**src/rtl/controller_fsm.sv**
```systemverilog
// Multicycle control unit for the accumulator CPU.
// Sequences FETCH -> DECODE -> EXECUTE and drives the datapath register
// loads, PC source, ALU operation and memory strobes. Memory accesses wait
// on mem_ready. HALT and illegal instructions park the core until reset.
module controller_fsm #(
  parameter int INST_SIZE     = 6,
  parameter int REG_ADDR_SIZE = 4,
  parameter int NUM_REGS      = 3,
  parameter int ALU_OP_SIZE   = 3
) (
  input  logic                     clock,
  input  logic                     reset,
  input  logic [INST_SIZE-1:0]     opcode,
  input  logic [REG_ADDR_SIZE-1:0] register,
  input  logic                     alu_zero,
  input  logic                     alu_overflow,
  input  logic                     mem_ready,
  output logic [NUM_REGS-1:0]      ld_reg,
  output logic [1:0]               reg_src_sel,
  output logic [REG_ADDR_SIZE-1:0] reg_out_sel,
  output logic                     ld_ir,
  output logic                     ld_pc,
  output logic [1:0]               pc_src,
  output logic                     mem_read,
  output logic                     mem_write,
  output logic [1:0]               mem_addr_sel,
  output logic [ALU_OP_SIZE-1:0]   alu_operation,
  output logic                     halted,
  output logic                     illegal,
  output logic [2:0]               state
);

  typedef enum logic [2:0] {
    S_RESET   = 3'b000,
    S_FETCH   = 3'b001,
    S_DECODE  = 3'b010,
    S_EXECUTE = 3'b011,
    S_HALT    = 3'b100
  } state_t;

  localparam logic [INST_SIZE-1:0] OP_NOP   = INST_SIZE'('h00);
  localparam logic [INST_SIZE-1:0] OP_LOAD  = INST_SIZE'('h01);
  localparam logic [INST_SIZE-1:0] OP_STORE = INST_SIZE'('h02);
  localparam logic [INST_SIZE-1:0] OP_JMPI  = INST_SIZE'('h03);
  localparam logic [INST_SIZE-1:0] OP_JMP   = INST_SIZE'('h04);
  localparam logic [INST_SIZE-1:0] OP_JZI   = INST_SIZE'('h05);
  localparam logic [INST_SIZE-1:0] OP_JZ    = INST_SIZE'('h06);
  localparam logic [INST_SIZE-1:0] OP_JNZI  = INST_SIZE'('h07);
  localparam logic [INST_SIZE-1:0] OP_JNZ   = INST_SIZE'('h08);
  localparam logic [INST_SIZE-1:0] OP_ADD   = INST_SIZE'('h09);
  localparam logic [INST_SIZE-1:0] OP_SUB   = INST_SIZE'('h0A);
  localparam logic [INST_SIZE-1:0] OP_AND   = INST_SIZE'('h0B);
  localparam logic [INST_SIZE-1:0] OP_OR    = INST_SIZE'('h0C);
  localparam logic [INST_SIZE-1:0] OP_XOR   = INST_SIZE'('h0D);
  localparam logic [INST_SIZE-1:0] OP_JOI   = INST_SIZE'('h0E);
  localparam logic [INST_SIZE-1:0] OP_HALT  = INST_SIZE'('h3F);

  // Accumulator is datapath register index 2.
  localparam int ACC_IDX = 2;

  state_t state_q;
  logic   illegal_q;
  logic   ovf_flag;

  logic                is_defined;
  logic                needs_reg;
  logic                reg_out_of_range;
  logic                op_illegal;
  logic [NUM_REGS-1:0] reg_onehot;
  logic [NUM_REGS-1:0] acc_onehot;

  // Classify the current opcode: defined or not, and whether its register field must be valid.
  always_comb begin
    is_defined = 1'b0;
    needs_reg  = 1'b0;
    case (opcode)
      OP_NOP, OP_JMPI, OP_JMP, OP_JZI, OP_JNZI,
      OP_ADD, OP_SUB, OP_AND, OP_OR, OP_XOR, OP_JOI, OP_HALT: begin
        is_defined = 1'b1;
      end
      OP_LOAD, OP_STORE, OP_JZ, OP_JNZ: begin
        is_defined = 1'b1;
        needs_reg  = 1'b1;
      end
      default: begin
        is_defined = 1'b0;
      end
    endcase
    // Widen by one bit so NUM_REGS == 2**REG_ADDR_SIZE does not wrap to zero.
    reg_out_of_range = ({1'b0, register} >= (REG_ADDR_SIZE + 1)'(NUM_REGS));
    op_illegal       = !is_defined || (needs_reg && reg_out_of_range);
  end

  // One-hot load masks for the addressed register and for the accumulator.
  always_comb begin
    reg_onehot = '0;
    acc_onehot = '0;
    for (int i = 0; i < NUM_REGS; i++) begin
      reg_onehot[i] = (register == REG_ADDR_SIZE'(i));
      acc_onehot[i] = (i == ACC_IDX);
    end
  end

  // State, sticky illegal flag and overflow flag for jump-on-overflow.
  always_ff @(posedge clock) begin
    if (reset) begin
      state_q   <= S_RESET;
      illegal_q <= 1'b0;
      ovf_flag  <= 1'b0;
    end else begin
      case (state_q)
        S_RESET: begin
          state_q <= S_FETCH;
        end
        S_FETCH: begin
          if (mem_ready) begin
            state_q <= S_DECODE;
          end
        end
        S_DECODE: begin
          state_q <= S_EXECUTE;
        end
        S_EXECUTE: begin
          if (op_illegal) begin
            illegal_q <= 1'b1;
            state_q   <= S_HALT;
          end else begin
            case (opcode)
              OP_LOAD, OP_STORE: begin
                if (mem_ready) begin
                  state_q <= S_FETCH;
                end
              end
              OP_HALT: begin
                state_q <= S_HALT;
              end
              OP_ADD, OP_SUB: begin
                ovf_flag <= alu_overflow;
                state_q  <= S_FETCH;
              end
              OP_JOI: begin
                ovf_flag <= 1'b0;
                state_q  <= S_FETCH;
              end
              default: begin
                state_q <= S_FETCH;
              end
            endcase
          end
        end
        S_HALT: begin
          state_q <= S_HALT;
        end
        default: begin
          state_q <= S_RESET;
        end
      endcase
    end
  end

  // Datapath and memory controls decoded from state, opcode and flags.
  always_comb begin
    ld_reg        = '0;
    reg_src_sel   = 2'b00;
    reg_out_sel   = '0;
    ld_ir         = 1'b0;
    ld_pc         = 1'b0;
    pc_src        = 2'b00;
    mem_read      = 1'b0;
    mem_write     = 1'b0;
    mem_addr_sel  = 2'b00;
    alu_operation = '0;

    case (state_q)
      S_FETCH: begin
        mem_addr_sel = 2'b10;
        mem_read     = 1'b1;
        ld_ir        = mem_ready;
      end
      S_EXECUTE: begin
        if (!op_illegal) begin
          case (opcode)
            OP_NOP: begin
              ld_pc = 1'b1;
            end
            OP_LOAD: begin
              mem_addr_sel = 2'b01;
              mem_read     = 1'b1;
              reg_src_sel  = 2'b10;
              if (mem_ready) begin
                ld_reg = reg_onehot;
                ld_pc  = 1'b1;
              end
            end
            OP_STORE: begin
              mem_addr_sel = 2'b01;
              mem_write    = 1'b1;
              reg_out_sel  = register;
              ld_pc        = mem_ready;
            end
            OP_JMPI: begin
              ld_pc  = 1'b1;
              pc_src = 2'b01;
            end
            OP_JMP: begin
              ld_pc  = 1'b1;
              pc_src = 2'b10;
            end
            OP_JZI: begin
              ld_pc  = 1'b1;
              pc_src = alu_zero ? 2'b01 : 2'b00;
            end
            OP_JZ: begin
              ld_pc       = 1'b1;
              reg_out_sel = register;
              pc_src      = alu_zero ? 2'b11 : 2'b00;
            end
            OP_JNZI: begin
              ld_pc  = 1'b1;
              pc_src = alu_zero ? 2'b00 : 2'b01;
            end
            OP_JNZ: begin
              ld_pc       = 1'b1;
              reg_out_sel = register;
              pc_src      = alu_zero ? 2'b00 : 2'b11;
            end
            OP_ADD, OP_SUB, OP_AND, OP_OR, OP_XOR: begin
              alu_operation = ALU_OP_SIZE'(opcode - OP_ADD);
              reg_src_sel   = 2'b00;
              ld_reg        = acc_onehot;
              ld_pc         = 1'b1;
            end
            OP_JOI: begin
              ld_pc  = 1'b1;
              pc_src = ovf_flag ? 2'b01 : 2'b00;
            end
            default: begin
              ld_pc = 1'b0;
            end
          endcase
        end
      end
      default: begin
        ld_pc = 1'b0;
      end
    endcase

    // Strobes must not fire while reset is held, even mid-access.
    if (reset) begin
      ld_reg       = '0;
      ld_ir        = 1'b0;
      ld_pc        = 1'b0;
      mem_read     = 1'b0;
      mem_write    = 1'b0;
      mem_addr_sel = 2'b00;
    end
  end

  assign halted  = (state_q == S_HALT);
  assign illegal = illegal_q;
  assign state   = state_q;

endmodule
```
**config.mk**
```make
export PLATFORM = sky130hd
export DESIGN_NAME = controller_fsm
export DESIGN_NICKNAME = d
export VERILOG_FILES = /design/src/rtl/controller_fsm.sv
export SDC_FILE = /design/constraint.sdc
export NUM_CORES = 1
export LEC_CHECK = 0
export CORE_AREA = 2 2 51 53
export CTS_BUF_LIST = sky130_fd_sc_hd__clkbuf_8
export CTS_CLUSTER_DIAMETER = 120
export CTS_CLUSTER_SIZE = 16
export DETAILED_ROUTE_END_ITERATION = 10
export DIE_AREA = 0 0 53 55
export GPL_TIMING_DRIVEN = 0
export PLACE_DENSITY = 0.78
export SLEW_MARGIN = 20
export SYNTH_ARGS = -nofsm -noshare
export SYNTH_HDL_FRONTEND = slang
export SYNTH_SLANG_ARGS = --single-unit
```
**constraint.sdc**
```tcl
create_clock -name clock -period 2.65 [get_ports clock]
set_input_delay 0.53 -clock clock [delete_from_list [all_inputs] [get_ports clock]]
set_output_delay 0.53 -clock clock [all_outputs]
set_load 0.05 [all_outputs]
```
Word level (Yosys, flattened, before mapping) --
Cells that the tools add are included. Widths: inputs -> output; s select.
Word-level totals: logic and storage cells 95, input port bits 15, register bits after elaboration 5
Cells by class: reduce and logical (&&, ||, !) cells 17, add/sub/neg operators 1, bitwise operators 1, muxes and demuxes 49, order comparisons 1, equality and inequality tests 23
Operators with widths (number):
- $eq 6x4->1 const B | 7
- $mux 3 | 10
- $eq 6x3->1 const B | 4
- $mux 1 | 20
- $mux 2 | 8
- $reduce_or 16->1 | 1
- $pmux 3 s5 | 1
- $pmux 2 s7 | 1
- $reduce_or 13->1 | 1
- $eq 6x2->1 const B | 2
- $mux 4 | 3
- $pmux 3 s2 | 2
- $eq 3x2->1 const B | 2
- $eq 6x1->1 const B | 1
- $eq 6x6->1 const B | 1
- $logic_not 6->1 | 1
- $reduce_or 5->1 | 1
- $eq 4x1->1 const B | 1
- $eq 4x2->1 const B | 1
- $ge 4x2->1 const B | 1
- $logic_not 4->1 | 1
- $ne 4x4->1 const B | 1
- $pmux 1 s2 | 2
- $pmux 2 s2 | 1
- other kinds (16) | 18

Longest topological paths before layout --
Gate-level depths: netlist (run 1).
depth in word-level cells 8, gate-level depth with buffers 8, gate-level depth less buffers 7

Worst setup path after synthesis (run 1) --
OpenSTA, ideal clock, no wires.
path type register to output, start reg state_q[1], in the netlist state[1], end out mem_read, buffers on the path 1, stages on the path, launching flop included 4, slack -956 ps, arrival time 3076 ps, path through dfxtp_1 clkbuf_1 nor4b_1 o21bai_1
On the way: cells in the longest elaborated chain, start to end 3, elaborated cells on any way between the ends 4
RTL lines:
- from (decl) | RTL line 61 | state_t state_q;
- from (signal assigned) | RTL line 107 | state_q <= S_RESET;
- from (signal assigned) | RTL line 113 | state_q <= S_FETCH;
- from (signal assigned) | RTL line 117 | state_q <= S_DECODE;
- $eq 3x2->1 / $eq 3x1->1 (equally long branches) | RTL line 174 | case (state_q)
- $pmux 1 s2 * | RTL line 174
- $mux 1 * | RTL line 249 | if (reset) begin
- to (decl) | RTL line 24 | output logic mem_read,
Mark *: on every way between the ends. The rest lies on a longest branch, timed or not.

Worst setup path in the final report (run 1) --
start in opcode[1], end out alu_operation[2]
On the way: cells in the longest elaborated chain, start to end 7, elaborated cells on any way between the ends 28
RTL lines:
- from (decl) | RTL line 13 | input logic [INST_SIZE-1:0] opcode,
- $eq 6x6->1 (tied with other cells) | RTL line 76 | case (opcode)
- $reduce_or 16->1 (no line) / $reduce_or 4->1 (equally long branches)
- $mux 1 | RTL line 76
- $logic_not 1->1 / $logic_and 1x1->1 (equally long branches) | RTL line 91 | op_illegal = !is_defined || (needs_reg && reg_out_of_range);
- $logic_or 1x1->1 | RTL line 91
- $mux 3 * | RTL line 181 | if (!op_illegal) begin
- $mux 3 * | RTL line 174
- to (decl) | RTL line 27 | output logic [ALU_OP_SIZE-1:0] alu_operation,
Marked as above.

==> impl_metrics.tcl, run 1 <==
set metrics [dict create \
    ys_seq_area_share_pct 11.6 \
    status "finished, violations left" \
    rsz0062_at_grt "yes" \
    ys_seq_elements 5 \
    area_delta_synth_final_pct 80.5 \
    drc 0 \
    hpwl_um 1990 \
    routedWlPerCell_um 15.4 \
    cp-start-kind "input port" \
    clkTransAtPathRegs_ns 0.04 \
    cts_tree "built" \
    grt_pass1_vias 1110 \
    reg2reg_slack_ns 0.85 \
    detailed_place.area_um2 1290 \
    synth_flop_cell "dfxtp_1" \
    r2r_start "state[1]$_SDFFE_PP0P_" \
    core-area_um2 2360 \
    grt_overflow_total 0 \
    final_layout_size_suffix_gt1_share_pct 40.8 \
    antenna_found_initial 0 \
    initial_core_util_pct 36.3 \
    diodes 0 \
    track_usage_pct 23.4 \
    hold_depth 3 \
    p_per_area_nw_per_um2 279 \
    setup_viol 7 \
    hold_start "ovf_flag$_SDFFE_PP0P_" \
    cap_violations 0 \
    synth_top_cell_by_area "dfxtp_1" \
    crit_chain "buf_12 -> inv_6 -> ha_4 -> or2_4 -> o311a_1 -> a211o_4 -> o311ai_4 -> nor2_1 -> buf_6" \
    synth_area_per_cell_um2 6.72 \
    grt_pass1_wl_um 4940 \
    critPathArrivalTime_ns 2.30 \
    drt-total-wl_um 3220 \
    ant_nets 0 \
    max_freq_ghz 0.354 \
    violations "negative setup slack" \
    clock-root-buffer "clkbuf_8" \
    synth_cell_types 46 \
    clk_latency_ns 0.23 \
    yosys.area.top_type_share_pct 11.6 \
    crit_type "in -> out" \
    die_x_um 53 \
    synthCells 128 \
    finClkSkew_ns 0.000828 \
    p_leak_nw 0.633 \
    async_flop_share_pct 0 \
    vias 1157 \
    total_power_w 0.000432 \
    hold_viol_final 0 \
    cts_made_buffers 3 \
    cts_buffer_depth 2 \
    final_max_slew_viol_count 0 \
    portBuffers 35 \
    slew_headroom_pct 66.2 \
    syn_area_um2 860 \
    io_pins 40 \
    worst_r2r_endpoint "ovf_flag$_SDFFE_PP0P_" \
    first_iter_violations 27 \
    peakVddDrop_uv 209 \
    rows 18 \
    holdCritPathClass "reg -> reg" \
    fin_ws_ns -0.177 \
    synth-edff-count 0 \
    cts_sinks 5 \
    endpoint_kind "primary output" \
    pre_cts_ws_ns -1.52 \
    fin_util_pct 65.6 \
    avgViaCountPerCell 5.54 \
    cts-hold-fix-buffers 0 \
    worstHoldEndpoint "ovf_flag$_SDFFE_PP0P_" \
    crit_fanout 4 \
    ys_warn_count 0 \
    globalplace.congestion 0.877 \
    finalInstanceArea_um2 1550 \
    nFillCells 210 \
    chipHeight_um 55 \
    first_pass_iters 4 \
    grt_start_max_net_pins 11 \
    required_ns 2.12 \
    synth.area.top_cells "dfxtp_1 (12%), nor2_1 (7.4%), nand2_1 (6.6%), ha_1 (5.8%), nor3_1 (5.2%)" \
    fin_cells 209 \
    num-nets-final 199 \
    cpPeakStageDelay_ns 0.37 \
    htreeDepth 1 \
    die-area_um2 2920 \
    slowest_stage "a211o_4" \
    min_period_ns 2.83 \
    r2r_cells 6 \
    finalCritPeriodShare_pct 107 \
    dp.cells 195 \
    worst_pin_slew_ns 0.506 \
]
==> through the flow <==
step | hold slack, ns | TNS, ns
detailed placement | 0.544 | -19.95
finish | 0.552 | -0.950
floorplan | 0.504 | -1.86
CTS | 0.548 | -1.10
global placement | 0.526 | -19.14
global route | 0.590 | -1.35
==> sequential cells by signal (all words and copies together) (netlist names) <==
| name | cells |
|---|---|
| state | 3 |
| illegal | 1 |
| ovf_flag | 1 |
==> cell usage in the layout (no fill, tap or decap), types with 4 or more instances in the layout <==
cell             instances
buf_4                   18
nand2_1                 14
nor2_1                  13
buf_6                    9
clkdlybuf4s50_1          9
dlygate4sd2_1            7
buf_2                    6
nor2_2                   5
inv_1                    5
nor3_1                   5
dfxtp_1                  5
a21oi_1                  4
and3_1                   4
nor3_2                   4
==> what timing repair did <==
| item | 4_1_cts | 5_1_grt |
|---|---|---|
| resized for setup | 142 | 16 |
| buffers inserted | 7 | 5 |
| endpoints found under the setup margin | 17 | 13 |
| pin swaps | 12 | 8 |
==> power breakdown <==
part	leakage, nW	internal, W	switching (W)	total (W)
combinational	0.566	0.0000820	0.000122	0.000204
clock	0.0269	0.000100	0.0000453	0.000145
sequential	0.0409	0.0000795	0.00000386	0.0000833
total	0.633	0.000262	0.000171	0.000432
==> Yosys cell counts (3+ instances only) <==
library cell	number
o21ai_0	3
nor3b_1	3
nand3b_1	3
a21oi_1	7
o21ai_1	3
ha_1	4
nor2_1	17
nand2_1	15
inv_1	6
and3_1	4
nand3_1	3
buf_4	4
dfxtp_1	5
buf_2	3
nor3_1	9
==> layout make-up <==
| class | instances | area (um2) | area share [%] |
|---|---|---|---|
| Multi-Input combinational cell | 109 | 857 | 55.2 |
| Timing Repair Buffer | 47 | 427 | 27.5 |
| Sequential cell | 5 | 100 | 6.45 |
| Buffer | 8 | 55.1 | 3.55 |
| Clock buffer | 3 | 41.3 | 2.66 |
| Tap cell | 30 | 37.5 | 2.42 |
| Inverter | 6 | 30.0 | 1.94 |
| Clock inverter | 1 | 3.75 | 0.242 |
==> worst max-delay path: cells and delay by family <==
family	cells	cell delay, ns
AND/OR/NAND/NOR	2	0.35
AO/OA/AOI/OAI	3	0.98
adder cells (fa/ha/maj)	1	0.15
buffers and inverters	3	0.30
==> how the worst max path moves through the flow <==
stage | endpoint | slack (ns) | from
floorplan | ld_reg[0] | -0.23 | opcode[0]
global placement | ld_reg[0] | -1.47 | opcode[0]
detailed placement | ld_reg[1] | -1.52 | opcode[0]
CTS | ld_reg[1] | -0.24 | opcode[1]
global route | alu_operation[2] | -0.23 | opcode[1]
finish | alu_operation[2] | -0.18 | opcode[1]
==> cells by family (layout without fill, tap and decap cells) <==
| group | count (synthesis) | count (layout) | share of synthesized area [%] |
|---|---|---|---|
| xor gates and xnor gates | 1 | 1 | 1.02 |
| AOI/OAI and AO/OA | 31 | 31 | 26.9 |
| adders and majority gates | 4 | 4 | 5.82 |
| and+or+nand+nor | 67 | 67 | 40.5 |
| muxes | 3 | 3 | 3.64 |
| other | 1 | 3 | 0.436 |
| DFF | 5 | 5 | 11.6 |
| buffers and inverters | 16 | 65 | 10.0 |
==> per-layer routing <==
metal | GRT usage [%] | vias up | share of wire [%]
met5 | 0 | - | 0
met4 | 15.4 | 0 | 4.3
met3 | 3.23 | 12 | 6.1
met2 | 43.8 | 50 | 53
met1 | 24.7 | 541 | 36
li1 | - | 554 | -
No activity file was read; power rests on OpenSTA's default activity.
==> inputs of run 2 (changes only) <==
Settings changed: PLACE_DENSITY 0.78 to 0.86, REMOVE_ABC_BUFFERS from default to 1.
==> impl_metrics.tcl, run 2 (synthesis gave the netlist of run 1 again) <==
set metrics [dict create \
    status "finished, violations left" \
    violations "negative setup slack" \
    worst_r2r_endpoint "ovf_flag$_SDFFE_PP0P_" \
    cts_made_buffers 3 \
    switchingPower_w 0.000169 \
    multi_input_area_um2 870 \
    slowest_stage "a211o_4" \
    reg2reg_slack_ns 1.05 \
    worstHoldEndpoint "illegal$_SDFFE_PP0P_" \
    setup_viol 7 \
    r2r_cells 5 \
    grt_pass1_vias 1089 \
    detailed_place.area_um2 1200 \
    fin_cells 201 \
    io_pins 40 \
    endpoint_kind "primary output" \
    seq_area_um2 100 \
    combPwrFrac_pct 47.6 \
    grt_start_max_net_pins 18 \
    initial_core_util_pct 36.3 \
    total_power_w 0.000427 \
    path_buf_inv 4 \
    pre_cts_ws_ns -1.48 \
    nFillCells 178 \
    final_max_slew_viol_count 0 \
    pwr-share-clk_pct 32.3 \
    finalCritPeriodShare_pct 108 \
    htreeDepth 1 \
    cts_buffer_depth 2 \
    hold_viol_final 0 \
    area_delta_synth_final_pct 79.5 \
    die_x_um 53 \
    globalplace.congestion 0.852 \
    setup_tns_ns -1.34 \
    portBuffers 36 \
    hold_start "illegal$_SDFFE_PP0P_" \
    switching_share_pct 39.5 \
    largest_reg_flops 3 \
    max_freq_ghz 0.348 \
    grt_pass1_wl_um 4930 \
    num-nets-final 191 \
    cp-start-kind "input port" \
    critPathArrivalTime_ns 2.34 \
    holdCritPathClass "reg -> reg" \
    worst_pin_slew_ns 0.580 \
    rows 18 \
    finalInstanceArea_um2 1540 \
    antenna_found_initial 0 \
    drt-total-wl_um 3370 \
    dp.cells 186 \
    clk_latency_ns 0.22 \
    chipHeight_um 55 \
    crit_fanout 8 \
    rsz0062_at_grt "yes" \
    first_iter_violations 58 \
    required_ns 2.12 \
    finClkSkew_ns 0.00224 \
    grt_overflow_total 0 \
    clkTransAtPathRegs_ns 0.03 \
    final_layout_size_suffix_gt1_share_pct 39.2 \
    r2r_start "state[1]$_SDFFE_PP0P_" \
    internal-power_w 0.000259 \
    path_delay_family "compound AO/OA/AOI/OAI gates" \
    layout_commonest_cell "nor2_1" \
    die-area_um2 2920 \
    hpwl_um 1960 \
    routedWlPerCell_um 16.8 \
    core-area_um2 2360 \
    cap_violations 0 \
    cts_sinks 5 \
    first_pass_iters 4 \
    ant_nets 0 \
    peakVddDrop_uv 314 \
    fin_ws_ns -0.223 \
    diodes 0 \
    slew_headroom_pct 61.2 \
    crit_chain "buf_12 -> inv_4 -> ha_4 -> buf_4 -> nor3b_1 -> o21ai_2 -> a211o_4 -> o311ai_4 -> nor3_2 -> buf_6" \
    vias 1190 \
    crit_type "in -> out" \
    min_period_ns 2.87 \
    avgViaCountPerCell 5.92 \
    power_frac_seq_pct 20.1 \
    drc 0 \
    p_leak_nw 0.628 \
    clock-root-buffer "clkbuf_8" \
    track_usage_pct 22.9 \
    most-common-layout-cells "nor2_1 (15), nand2_1 (14), buf_6 (11), buf_4 (11), clkdlybuf4s50_1 (9)" \
    cts_tree "built" \
    cpPeakStageDelay_ns 0.38 \
    p_per_area_nw_per_um2 277 \
    hold_depth 3 \
]
## run 2: worst max-delay path by stage
stage / from / endpoint / slack (ns) / cells past startpoint
3_3_place_gp: opcode[0] / alu_operation[2] / -1.39 / 9
3_5_place_dp: opcode[0] / ld_reg[0] / -1.48 / 9
4_1_cts: opcode[1] / ld_reg[1] / -0.26 / 9
2_1_floorplan: state[0]$_SDFFE_PP0P_ / mem_read / -0.94 / 2
5_1_grt: opcode[0] / ld_reg[1] / -0.32 / 10
6_report: opcode[0] / ld_reg[1] / -0.22 / 10
## run 2: tightest hold or removal path, delay by kind of cell (launching register included)
kind	cells	cell delay, ns
AOI/OAI and AO/OA	2	0.15
DFF	1	0.32
and+or+nand+nor	1	0.06
## run 2: layout make-up
cell class	instances	share of cell area, %
Clock buffer	3	2.68
Clock inverter	1	0.243
Inverter	6	2.11
Multi-Input combinational cell	109	56.4
Sequential cell	5	6.49
Tap cell	30	2.43
Timing Repair Buffer	47	29.7
## run 2: power by group through the flow
stage / Clock, W / Sequential [W] / Combinational [W]
after floorplan: 0 / 0.0000981 / 0.0000805
after global placement: 0 / 0.0000861 / 0.000149
after detailed placement: 0 / 0.0000865 / 0.000153
after CTS: 0.000138 / 0.0000856 / 0.000180
after global routing: 0.000144 / 0.0000867 / 0.000217
final: 0.000138 / 0.0000859 / 0.000203
## run 2: stage by stage
| stage | hold WS (ns) | util, % |
|---|---|---|
| 2_1_floorplan | 0.504 | - |
| 6_report | 0.558 | 65.2 |
| 3_5_place_dp | 0.535 | 50.8 |
| 4_1_cts | 0.549 | 60.6 |
| 3_3_place_gp | 0.524 | 50.8 |
| 5_1_grt | 0.595 | 65.2 |
## run 2: repair_timing
action	4_1_cts	5_1_grt
endpoints found under the setup margin	17	15
hold buffers	0	0
setup buffers	9	2
gates resized for setup	157	23
hold endpoints to repair	0	0
pin swaps	13	13
## run 2: per-layer routing
| metal | vias up | share of wire [%] | GRT usage (%) |
|---|---|---|---|
| li1 | 544 | - | - |
| met1 | 566 | 39 | 26.6 |
| met2 | 74 | 50 | 40.2 |
| met3 | 6 | 8.9 | 3.76 |
| met4 | 0 | 1.6 | 12.8 |
| met5 | - | 0 | 0 |
